===== src/rtl/fpc_rr_tlp.sv =====
// Turns accepted read requests into 16-DW Memory Read TLPs on a 64-bit AXI-stream TX port.
// A 3DW header is used when the byte address fits in 32 bits; the in-flight read count gates issue.
//
// state | meaning
// IDLE  | no TLP in progress, waiting for a request
// BEAT0 | presenting header DW1:DW0
// BEAT1 | presenting address DWs, last beat of the TLP
module fpc_rr_tlp #(
  parameter int MAX_OUTSTANDING = 32
) (
  input  logic        clock,
  input  logic        reset,
  input  logic [15:0] pci_id,
  input  logic        rrm_valid,
  input  logic [54:0] rrm_addr,
  input  logic [7:0]  rrm_tag,
  output logic        rrm_ready,
  output logic [63:0] tx_tdata,
  output logic [7:0]  tx_tkeep,
  output logic        tx_tlast,
  output logic        tx_tvalid,
  input  logic        tx_tready,
  input  logic        cpl_done,
  output logic [7:0]  outstanding
);

  typedef enum logic [1:0] {IDLE, BEAT0, BEAT1} state_e;

  localparam logic [8:0] MAX_OS = 9'(MAX_OUTSTANDING);

  state_e      state_q, state_d;
  logic [54:0] addr_q, addr_d;
  logic        is4_q, is4_d;
  logic [7:0]  tag_q, tag_d;
  logic [15:0] pid_q, pid_d;
  logic [7:0]  out_q, out_d;

  logic [63:0] byte_addr;
  logic [31:0] dw0, dw1;
  logic        can_issue, next_ok, accept, inc, dec;

  always_comb begin
    state_d   = state_q;
    addr_d    = addr_q;
    is4_d     = is4_q;
    tag_d     = tag_q;
    pid_d     = pid_q;
    out_d     = out_q;
    rrm_ready = 1'b0;
    tx_tvalid = 1'b0;
    tx_tlast  = 1'b0;
    tx_tkeep  = 8'h00;
    tx_tdata  = 64'h0;

    byte_addr = {3'b000, addr_q, 6'b000000};
    dw0       = is4_q ? 32'h2000_0010 : 32'h0000_0010;
    dw1       = {pid_q, tag_q, 4'hF, 4'hF};
    can_issue = {1'b0, out_q} < MAX_OS;
    // Issuing from BEAT1 must leave room for the TLP that is just finishing.
    next_ok   = ({1'b0, out_q} + 9'd1) < MAX_OS;

    case (state_q)
      IDLE: begin
        rrm_ready = can_issue & reset;
      end
      BEAT0: begin
        tx_tvalid = 1'b1;
        tx_tdata  = {dw1, dw0};
        tx_tkeep  = 8'hFF;
        if (tx_tready) state_d = BEAT1;
      end
      BEAT1: begin
        tx_tvalid = 1'b1;
        tx_tlast  = 1'b1;
        rrm_ready = tx_tready & next_ok & reset;
        if (is4_q) begin
          tx_tdata = {byte_addr[31:0], byte_addr[63:32]};
          tx_tkeep = 8'hFF;
        end else begin
          tx_tdata = {32'h0, byte_addr[31:0]};
          tx_tkeep = 8'h0F;
        end
        if (tx_tready) state_d = IDLE;
      end
      default: state_d = IDLE;
    endcase

    accept = rrm_valid & rrm_ready;
    if (accept) begin
      state_d = BEAT0;
      addr_d  = rrm_addr;
      is4_d   = |rrm_addr[54:26];
      tag_d   = rrm_tag;
      pid_d   = pci_id;
    end

    inc = (state_q == BEAT1) & tx_tready;
    dec = cpl_done & (out_q != 8'd0);
    case ({inc, dec})
      2'b10:   out_d = out_q + 8'd1;
      2'b01:   out_d = out_q - 8'd1;
      default: out_d = out_q;
    endcase
  end

  always_ff @(posedge clock or negedge reset) begin
    if (!reset) begin
      state_q <= IDLE;
      addr_q  <= '0;
      is4_q   <= 1'b0;
      tag_q   <= '0;
      pid_q   <= '0;
      out_q   <= '0;
    end else begin
      state_q <= state_d;
      addr_q  <= addr_d;
      is4_q   <= is4_d;
      tag_q   <= tag_d;
      pid_q   <= pid_d;
      out_q   <= out_d;
    end
  end

  assign outstanding = out_q;

endmodule


===== config.mk =====
export PLATFORM = sky130hd
export DESIGN_NAME = fpc_rr_tlp
export DESIGN_NICKNAME = d
export VERILOG_FILES = /design/src/rtl/fpc_rr_tlp.sv
export SDC_FILE = /design/constraint.sdc
export NUM_CORES = 1
export LEC_CHECK = 0
export ABC_AREA = 1
export CORE_ASPECT_RATIO = 1.75
export CORE_UTILIZATION = 39
export DETAILED_ROUTE_END_ITERATION = 16
export HOLD_SLACK_MARGIN = 0.06
export PLACE_DENSITY = 0.73
export SYNTH_ARGS = -nofsm -noshare
export SYNTH_HDL_FRONTEND = slang
export SYNTH_SLANG_ARGS = --single-unit

===== constraint.sdc =====
create_clock -name clock -period 2.05 [get_ports clock]
set_input_delay 0.205 -clock clock [delete_from_list [all_inputs] [get_ports clock]]
set_output_delay 0.205 -clock clock [all_outputs]
set_load 0.02 [all_outputs]

# Word-level counts from Yosys, hierarchy flattened
# Index checks and enable logic that the tools add are counted.
[totals]
reg_bits = 90
input_bits = 84
out_inout_bits = 83
wordCells = 43
[classes]
n_addsub = 3
magnitude_cmp = 2
n_eq_ne = 7
muxes = 13
bitwise_logic = 6
n_reduce_logical = 6
[op_table]
columns = ["cell", "count"]
rows = [
  ["$pmux 64 s2", 1],
  ["$mux 64", 1],
  ["$pmux 8 s2", 2],
  ["$mux 30", 1],
  ["$reduce_or 29->1", 1],
  ["$add 8x1->9 const B", 1],
  ["$lt 9x6->1 const B", 1],
  ["$add 8x1->8 const B", 1],
  ["$lt 8x6->1 const B", 1],
  ["$mux 8", 1],
  ["$reduce_bool 8->1", 1],
  ["$sub 8x1->8 const B", 1],
  ["$and 1x1->1", 6],
  ["$mux 2", 3],
  ["$ne 3x3->1 const B", 2],
  ["$pmux 2 s3", 1],
  ["$eq 2x1->1 const B", 2],
  ["$eq 2x2->1 const B", 2],
  ["$reduce_and 3->1", 1],
  ["$logic_not 2->1", 1],
  ["$mux 1", 2],
  ["$ne 2x2->1 const B", 1],
  ["$pmux 1 s2", 1],
  ["$reduce_bool 2->1", 1],
  ["$reduce_or 2->1", 1],
]

# Longest topological paths before layout
# Gate-level depths: netlist of the first run.
[logic_depth]
ltp_word = 8
mapped_depth = 13
mapped_depth_nobuf = 13

# Worst setup path after synthesis of the first run
# No wires, ideal clock.
[synth_timing]
path_type = "reg-to-output"
startpoint = "register state_q[0]"
endpoint = "output port tx_tdata[38]"
t_arrival_ns = 2.052
required_ns = 1.845
setup_slack_ns = -0.207
stages_incl_launch_ff = 9
n_path_buf = 2
path_cell_list = "dfrtp_1 inv_1 ha_1 buf_2 nand2_1 inv_1 nand2_1 clkbuf_1 o21ai_0"
[synth_via]
elab_chain_len = 2
word_cells_on_any_way = 3
classes_between = "2 x eq/ne; 1 x mux"
[synth_lines]
columns = ["item", "line_no", "text"]
rows = [
  ["start: declaration", "31", "state_e state_q, state_d;"],
  ["start signal: assignment", "115", "state_q <= state_d;"],
  ["$eq 2x2->1 / $eq 2x1->1 (equally long branches)", "62", "case (state_q)"],
  ["$pmux 64 s2 *", "62", ""],
  ["end: declaration", "18", "output logic [63:0] tx_tdata,"],
]
# Every way passes the cells marked *; elsewhere a longest branch is shown, timed or not.

# Worst setup path in the final report of the first run
[layout_timing]
startpoint = "register out_q[7], in the netlist outstanding[7]"
endpoint = "register out_q[6], in the netlist outstanding[6]"
[layout_via]
elab_chain_len = 4
word_cells_on_any_way = 6
classes_between = "2 x eq/ne; 1 x mux; 1 x bitwise; 2 x reduce/logical"
[layout_lines]
columns = ["item", "line_no", "text"]
rows = [
  ["start: declaration", "36", "logic [7:0] out_q, out_d;"],
  ["start signal: assignment", "120", "out_q <= out_d;"],
  ["$reduce_bool 8->1 *", "98", "dec = cpl_done & (out_q != 8'd0);"],
  ["$and 1x1->1 *", "98", ""],
  ["$eq 2x1->1 / $eq 2x2->1 (equally long branches)", "99", "case ({inc, dec})"],
  ["$pmux 8 s2 / $reduce_bool 2->1 (equally long branches)", "n/a", ""],
]
# Marks and branches as above.
# A chain may end at the register's enable or synchronous reset.

==> metrics.cfg, run 1 <==
[yosys]
yosys_warnings = 0
avgSynthCellArea_um2 = 7.44
ys_ff_latch = 90
ys_top_cells_by_count = 149 x nand2_1, 117 x inv_1, 90 x dfrtp_1
ys.flop_type = dfrtp_1
synth_area_um2 = 4990
ys_types = 31
syn_inst = 670
synth-edff-count = 0
yosysMostFrequentCell = nand2_1
synth_nets = 766
synth.top_cell.area_share_pct = 45.2
synth_area_leaders = dfrtp_1 45%, nand2_1 11%, inv_1 8.8%
yosysTopAreaCell = dfrtp_1
async_reset_ff_share_pct = 100
yosysSeqAreaShare_pct = 45.2

[grt]
antenna_found_initial = 1
grt_max_degree = 73
busiest_layer = met2
globalRouteTotalUtil_pct = 24.4
grt_first_pass_wirelength_um = 24200
use_met2_pct = 44.2
grt-ovfl-total = 0
grt_pass1_vias = 4896
use_met3_pct = 4.93
gr-usage-met1_pct = 26.0

[cells_and_area]
nNetsFinal = 961
synthToLayoutAreaGrowth_pct = 51.7
multi_input_area_um2 = 2270
instances_no_fill = 1039
drive_gt1_share_pct = 22.3
nFillCells = 1111
regArea_um2 = 2250
final_core_util_pct = 60.5

[setup_path]
slowest_delay_ps = 410
path_class = flop to flop
worstSetupEndpointType = flop
r2r_start = outstanding[7]
arrival_ps = 2370
r2r_cells = 11
crit_cells = 11
timing.rr.end = outstanding[6]
path_max_fanout = 8
path_cells = nor4_4 -> a31oi_2 -> ha_4 -> buf_6 -> ha_4 -> buf_4 -> nand4_1 -> nand3_1 -> nand2_1 -> nand3_1 -> nand2_1
worst-r2r-setup-slack_ps = -80
crit_slowest_cell = dfrtp_1
critPathLaunch = outstanding[7]
cp_top_family = simple AND/OR/NAND/NOR gates
cp.buffers_inverters = 2
critPathRequiredTime_ps = 2280
crit_end = outstanding[6]
startpoint_type = flop

[timing]
slew_viol_final = 0
max_freq_ghz = 0.469
period_share_pct = 104
fin_crit_ps = 2130
skew_ps = 8.15
slew_headroom_pct = 59.6
hold_slack_ps = 397
rsz0062_at_grt = yes
setup_slack_ps = -84.0
setup_violations = 5
hold_viol_final = 0
tightestPinTransition_ps = 606

[power]
finalPower_w = 0.00994
power-per-cell-area_nw_per_um2 = 1310
leakagePower_nw = 3.92
ir_drop_mv = 0.983

[detailed_routing]
vias = 4904
drc = 0
wirelength_um = 15500
via_per_inst = 4.72
drt-initial-drc-count = 171
post_drt_wl_per_cell_um = 14.9
postRouteAntennaNets = 0
dr.pass1.iters = 4

[run_status]
status = finished with violations
violations = setup timing

[clocking]
cts_buffers = 9
ctsHtreeMaxLevel = 3
clk_pin_slew_worst_paths_ps = 70
cts_num_sinks = 90
clock_path_buffers = 2
clock_latency_ps = 340
cts_tree = built
cts-root-buf = clkbuf_16

[die]
die-area_um2 = 13300
pin_count = 167
die_h_um = 152
start_util_pct = 39.9
placeableCoreArea_um2 = 12500
rows = 54
die-width_um = 87.5

[job]
cap_violations = 0

[place]
placed_cells = 1011
hpwl_um = 11600
io_buffers = 166
place_congestion = 0.863

[worst_hold_path]
hold_class = primary input to flop

sequential cells by signal (all words and copies together) (netlist names):
| name | cells |
|---|---|
| addr_q | 55 |
| pid_q | 16 |
| outstanding | 8 |
| tag_q | 8 |
| state_q | 2 |
| is4_q | 1 |
layout by cell type (no fill, tap or decap), types with 9 or more instances in the layout:
cell type	instances
nand2_1	139
inv_1	113
dlygate4sd2_1	17
nor2_1	48
buf_2	36
clkbuf_16	9
nand3_1	49
o21ai_0	37
o21ai_2	12
buf_4	60
a21oi_1	10
clkdlybuf4s15_2	12
o21ai_1	59
clkdlybuf4s50_1	91
dfrtp_1	89
cell families (layout without fill, tap and decap cells):
family | Yosys count | after routing | share of synthesized area, %
buffers and inverters | 166 | 366 | 15.0
XOR/XNOR | 2 | 2 | 0.351
AND/OR/NAND/NOR | 274 | 274 | 23.2
other | 0 | 1 | 0
flip-flops | 90 | 90 | 45.2
AO/OA/AOI/OAI | 126 | 126 | 13.1
adder cells (fa/ha/maj) | 12 | 12 | 3.16
worst min-delay path, cell delays in order:
cell and delay (ps):
clkdlybuf4s50_1 390, inv_1 50, o21ai_1 60
power breakdown:
group | internal, W | total [W] | switching, W
clock | 0.00109 | 0.00181 | 0.000725
sequential | 0.00259 | 0.00313 | 0.000536
combinational | 0.00219 | 0.00500 | 0.00281
total | 0.00587 | 0.00994 | 0.00407
metrics by stage:
step                setup TNS, ps  setup WS (ps)  area, um2
CTS                          -209          -75.5       7450
finish                       -246          -84.0       7560
floorplan                    -476          -52.6       5060
global route                 -888           -212       7560
global placement            -3640           -196       7110
detailed placement          -5630           -261       7110
final cells by class:
cell class                      instances  share of cell area (%)
Multi-Input combinational cell        414                    30.0
Sequential cell                        90                    29.8
Timing Repair Buffer                  232                    27.3
Inverter                              118                    5.89
Clock buffer                           10                    3.03
Tap cell                              168                    2.78
Clock inverter                          6                    1.27
Antenna cell                            1                  0.0331
worst min path at each step:
stage | end | start | slack (ps) | cells after the start
6_report | addr_q[9] | rrm_addr[9] | 400 | 3
5_1_grt | addr_q[11] | rrm_addr[11] | 400 | 3
2_1_floorplan | addr_q[0] | reset | -90 | 0
3_5_place_dp | pid_q[0] | reset | 410 | 2
4_1_cts | tag_q[7] | rrm_tag[7] | 390 | 3
3_3_place_gp | addr_q[53] | reset | 410 | 2
what timing repair did:
action                     CTS  global route
gates resized for setup    281            33
pin swaps                   12             6
hold buffers                 1             0
setup endpoints to repair   80            67
hold endpoints to repair    87             0
cloned                       0             1
buffers inserted             5             4
per-layer routing:
metal  part of all wire (%)  routed length, um  vias up
li1                       -                  -     2476
met2                     54               8350      144
met5                      0                  0        -
met1                     38               5880     2244
met3                    3.7                575       40
met4                    4.6                719        0
Power figures use the tool's default switching activity.
==> run 2, diff against run 1 <==
- MAX_ROUTING_LAYER: not set -> met4
==> run 2 against run 1 <==
  * The run still ends with setup timing left
  * Die area stayed put
  * Flip-flop and latch count stayed put
  * Non-clock buffer count stayed put
  * Register-to-register slack hardly changed
  * Combinational power hardly changed
  * Sequential share of layout area stayed put
  * Wire length is 0.27% lower
  * Design area stayed put
  * Critical path type unchanged
  * Global-route usage is 0.71 points higher
  * Total power is 0.13% lower
  * First-iteration DRC count is 11% lower
==> metrics.cfg, run 2 (synthesis gave the netlist of run 1 again) <==
[clocking]
ctsHtreeMaxLevel = 3
cts_tree = built
cts_buffers = 9
cts-root-buf = clkbuf_16
clock_latency_ps = 340
clk_pin_slew_worst_paths_ps = 70
cts_num_sinks = 90
clock_path_buffers = 2

[timing]
skew_ps = 8.99
slew_headroom_pct = 59.6
max_freq_ghz = 0.468
hold_viol_final = 0
setup_violations = 5
tightestPinTransition_ps = 606
setup_slack_ps = -86.0
rsz0062_at_grt = yes
period_share_pct = 104
slew_viol_final = 0
fin_crit_ps = 2140

[setup_path]
path_max_fanout = 8
worst-r2r-setup-slack_ps = -90
r2r_start = outstanding[7]
cp.buffers_inverters = 2
slowest_delay_ps = 410
worstSetupEndpointType = flop
path_class = flop to flop
r2r_cells = 11
critPathRequiredTime_ps = 2290
timing.rr.end = outstanding[6]
cp_top_family = simple AND/OR/NAND/NOR gates
arrival_ps = 2370
startpoint_type = flop
path_cells = nor4_4 -> a31oi_2 -> ha_4 -> buf_6 -> ha_4 -> buf_4 -> nand4_1 -> nand3_1 -> nand2_1 -> nand3_1 -> nand2_1
crit_slowest_cell = dfrtp_1
crit_cells = 11

[detailed_routing]
wirelength_um = 15500
drt-initial-drc-count = 152
post_drt_wl_per_cell_um = 14.9
via_per_inst = 4.72
postRouteAntennaNets = 0
dr.pass1.iters = 4
drc = 0
vias = 4900

[grt]
globalRouteTotalUtil_pct = 25.1
antenna_found_initial = 1
grt_first_pass_wirelength_um = 24100
grt_pass1_vias = 4899
grt-ovfl-total = 0
grt_max_degree = 73

[power]
power-per-cell-area_nw_per_um2 = 1310
leakagePower_nw = 3.92
ir_drop_mv = 0.983

[cells_and_area]
layout_common_cells = 139 x nand2_1, 113 x inv_1, 91 x clkdlybuf4s50_1
fin_area_um2 = 7560
synthToLayoutAreaGrowth_pct = 51.7
instances_no_fill = 1039
largest_register = addr_q
largest_reg_flops = 55
nNetsFinal = 961
drive_gt1_share_pct = 22.3
layout_commonest_cell = nand2_1
top_regs = addr_q x55, pid_q x16

[run_status]
status = finished with violations
violations = setup timing

[die]
die_h_um = 152
pin_count = 167
rows = 54
die-area_um2 = 13300
die-width_um = 87.5
placeableCoreArea_um2 = 12500
start_util_pct = 39.9

[worst_hold_path]
min_to = addr_q[9]
hold_depth = 3
hp-start = rrm_addr[9]
hold_class = primary input to flop

[place]
hpwl_um = 11600
placed_cells = 1011
io_buffers = 166
place_congestion = 0.877
post_dp_cell_area_um2 = 7110

[job]
cap_violations = 0

## run 2: worst reg2reg max path, stage by stage, from the launching register on
cell	delay, ps
dfrtp_1	410
nor4_4	320
a31oi_2	150
ha_4	230
buf_6	130
ha_4	290
buf_4	110
nand4_1	130
nand3_1	110
nand2_1	50
nand3_1	60
nand2_1	50
## run 2: area by class of cell
type | count | area (um2)
Clock buffer | 10 | 229
Timing Repair Buffer | 232 | 2060
Tap cell | 168 | 210
Antenna cell | 1 | 2.50
Multi-Input combinational cell | 414 | 2270
Clock inverter | 6 | 96.3
Fill cell | 1111 | 4930
Inverter | 118 | 445
Sequential cell | 90 | 2250
## run 2: worst max path at each step
stage	from	slack (ps)	end
2_1_floorplan	state_q[0]	-50	tx_tdata[38]
3_3_place_gp	outstanding[0]	-200	outstanding[5]
3_5_place_dp	outstanding[0]	-260	outstanding[7]
4_1_cts	outstanding[7]	-80	outstanding[6]
5_1_grt	outstanding[7]	-210	outstanding[6]
6_report	outstanding[7]	-90	outstanding[6]
## run 2: per-layer routing
metal  vias up  wire [um]  track usage, %
li1       2482          -               -
met4         0        699            13.0
met3        40        552            4.44
met5         -          0               -
met1      2238       5860            26.2
met2       140       8370            44.4
## run 2: timing repair
item	CTS	global route
hold buffers	1	0
cloned	0	1
setup buffers	5	4
resized for setup	281	33
hold endpoints to repair	87	0
pin swaps	12	6
setup endpoints to repair	80	67
## run 2: power by group
group	internal, W	total, W	switching [W]
logic	0.00219	0.00499	0.00280
registers	0.00259	0.00313	0.000536
clock network	0.00109	0.00180	0.000717
total	0.00587	0.00992	0.00405
## run 2: through the flow
step	power [W]	hold slack (ps)	utilization, %	TNS [ps]	setup slack, ps
6_report	0.00992	399	60.5	-232	-86.0
5_1_grt	0.0107	403	60.5	-885	-212
4_1_cts	0.00971	390	59.6	-209	-75.5
3_5_place_dp	0.00769	411	56.9	-5630	-261
3_3_place_gp	0.00760	412	56.9	-3640	-196
2_1_floorplan	0.00579	-90.6	-	-476	-52.6
==> run 3, diff against run 2 <==
- GPL_ROUTABILITY_DRIVEN: not set -> 0
==> results of run 3 <==
Final layout, timing and power as in run 2 (identical DEF).
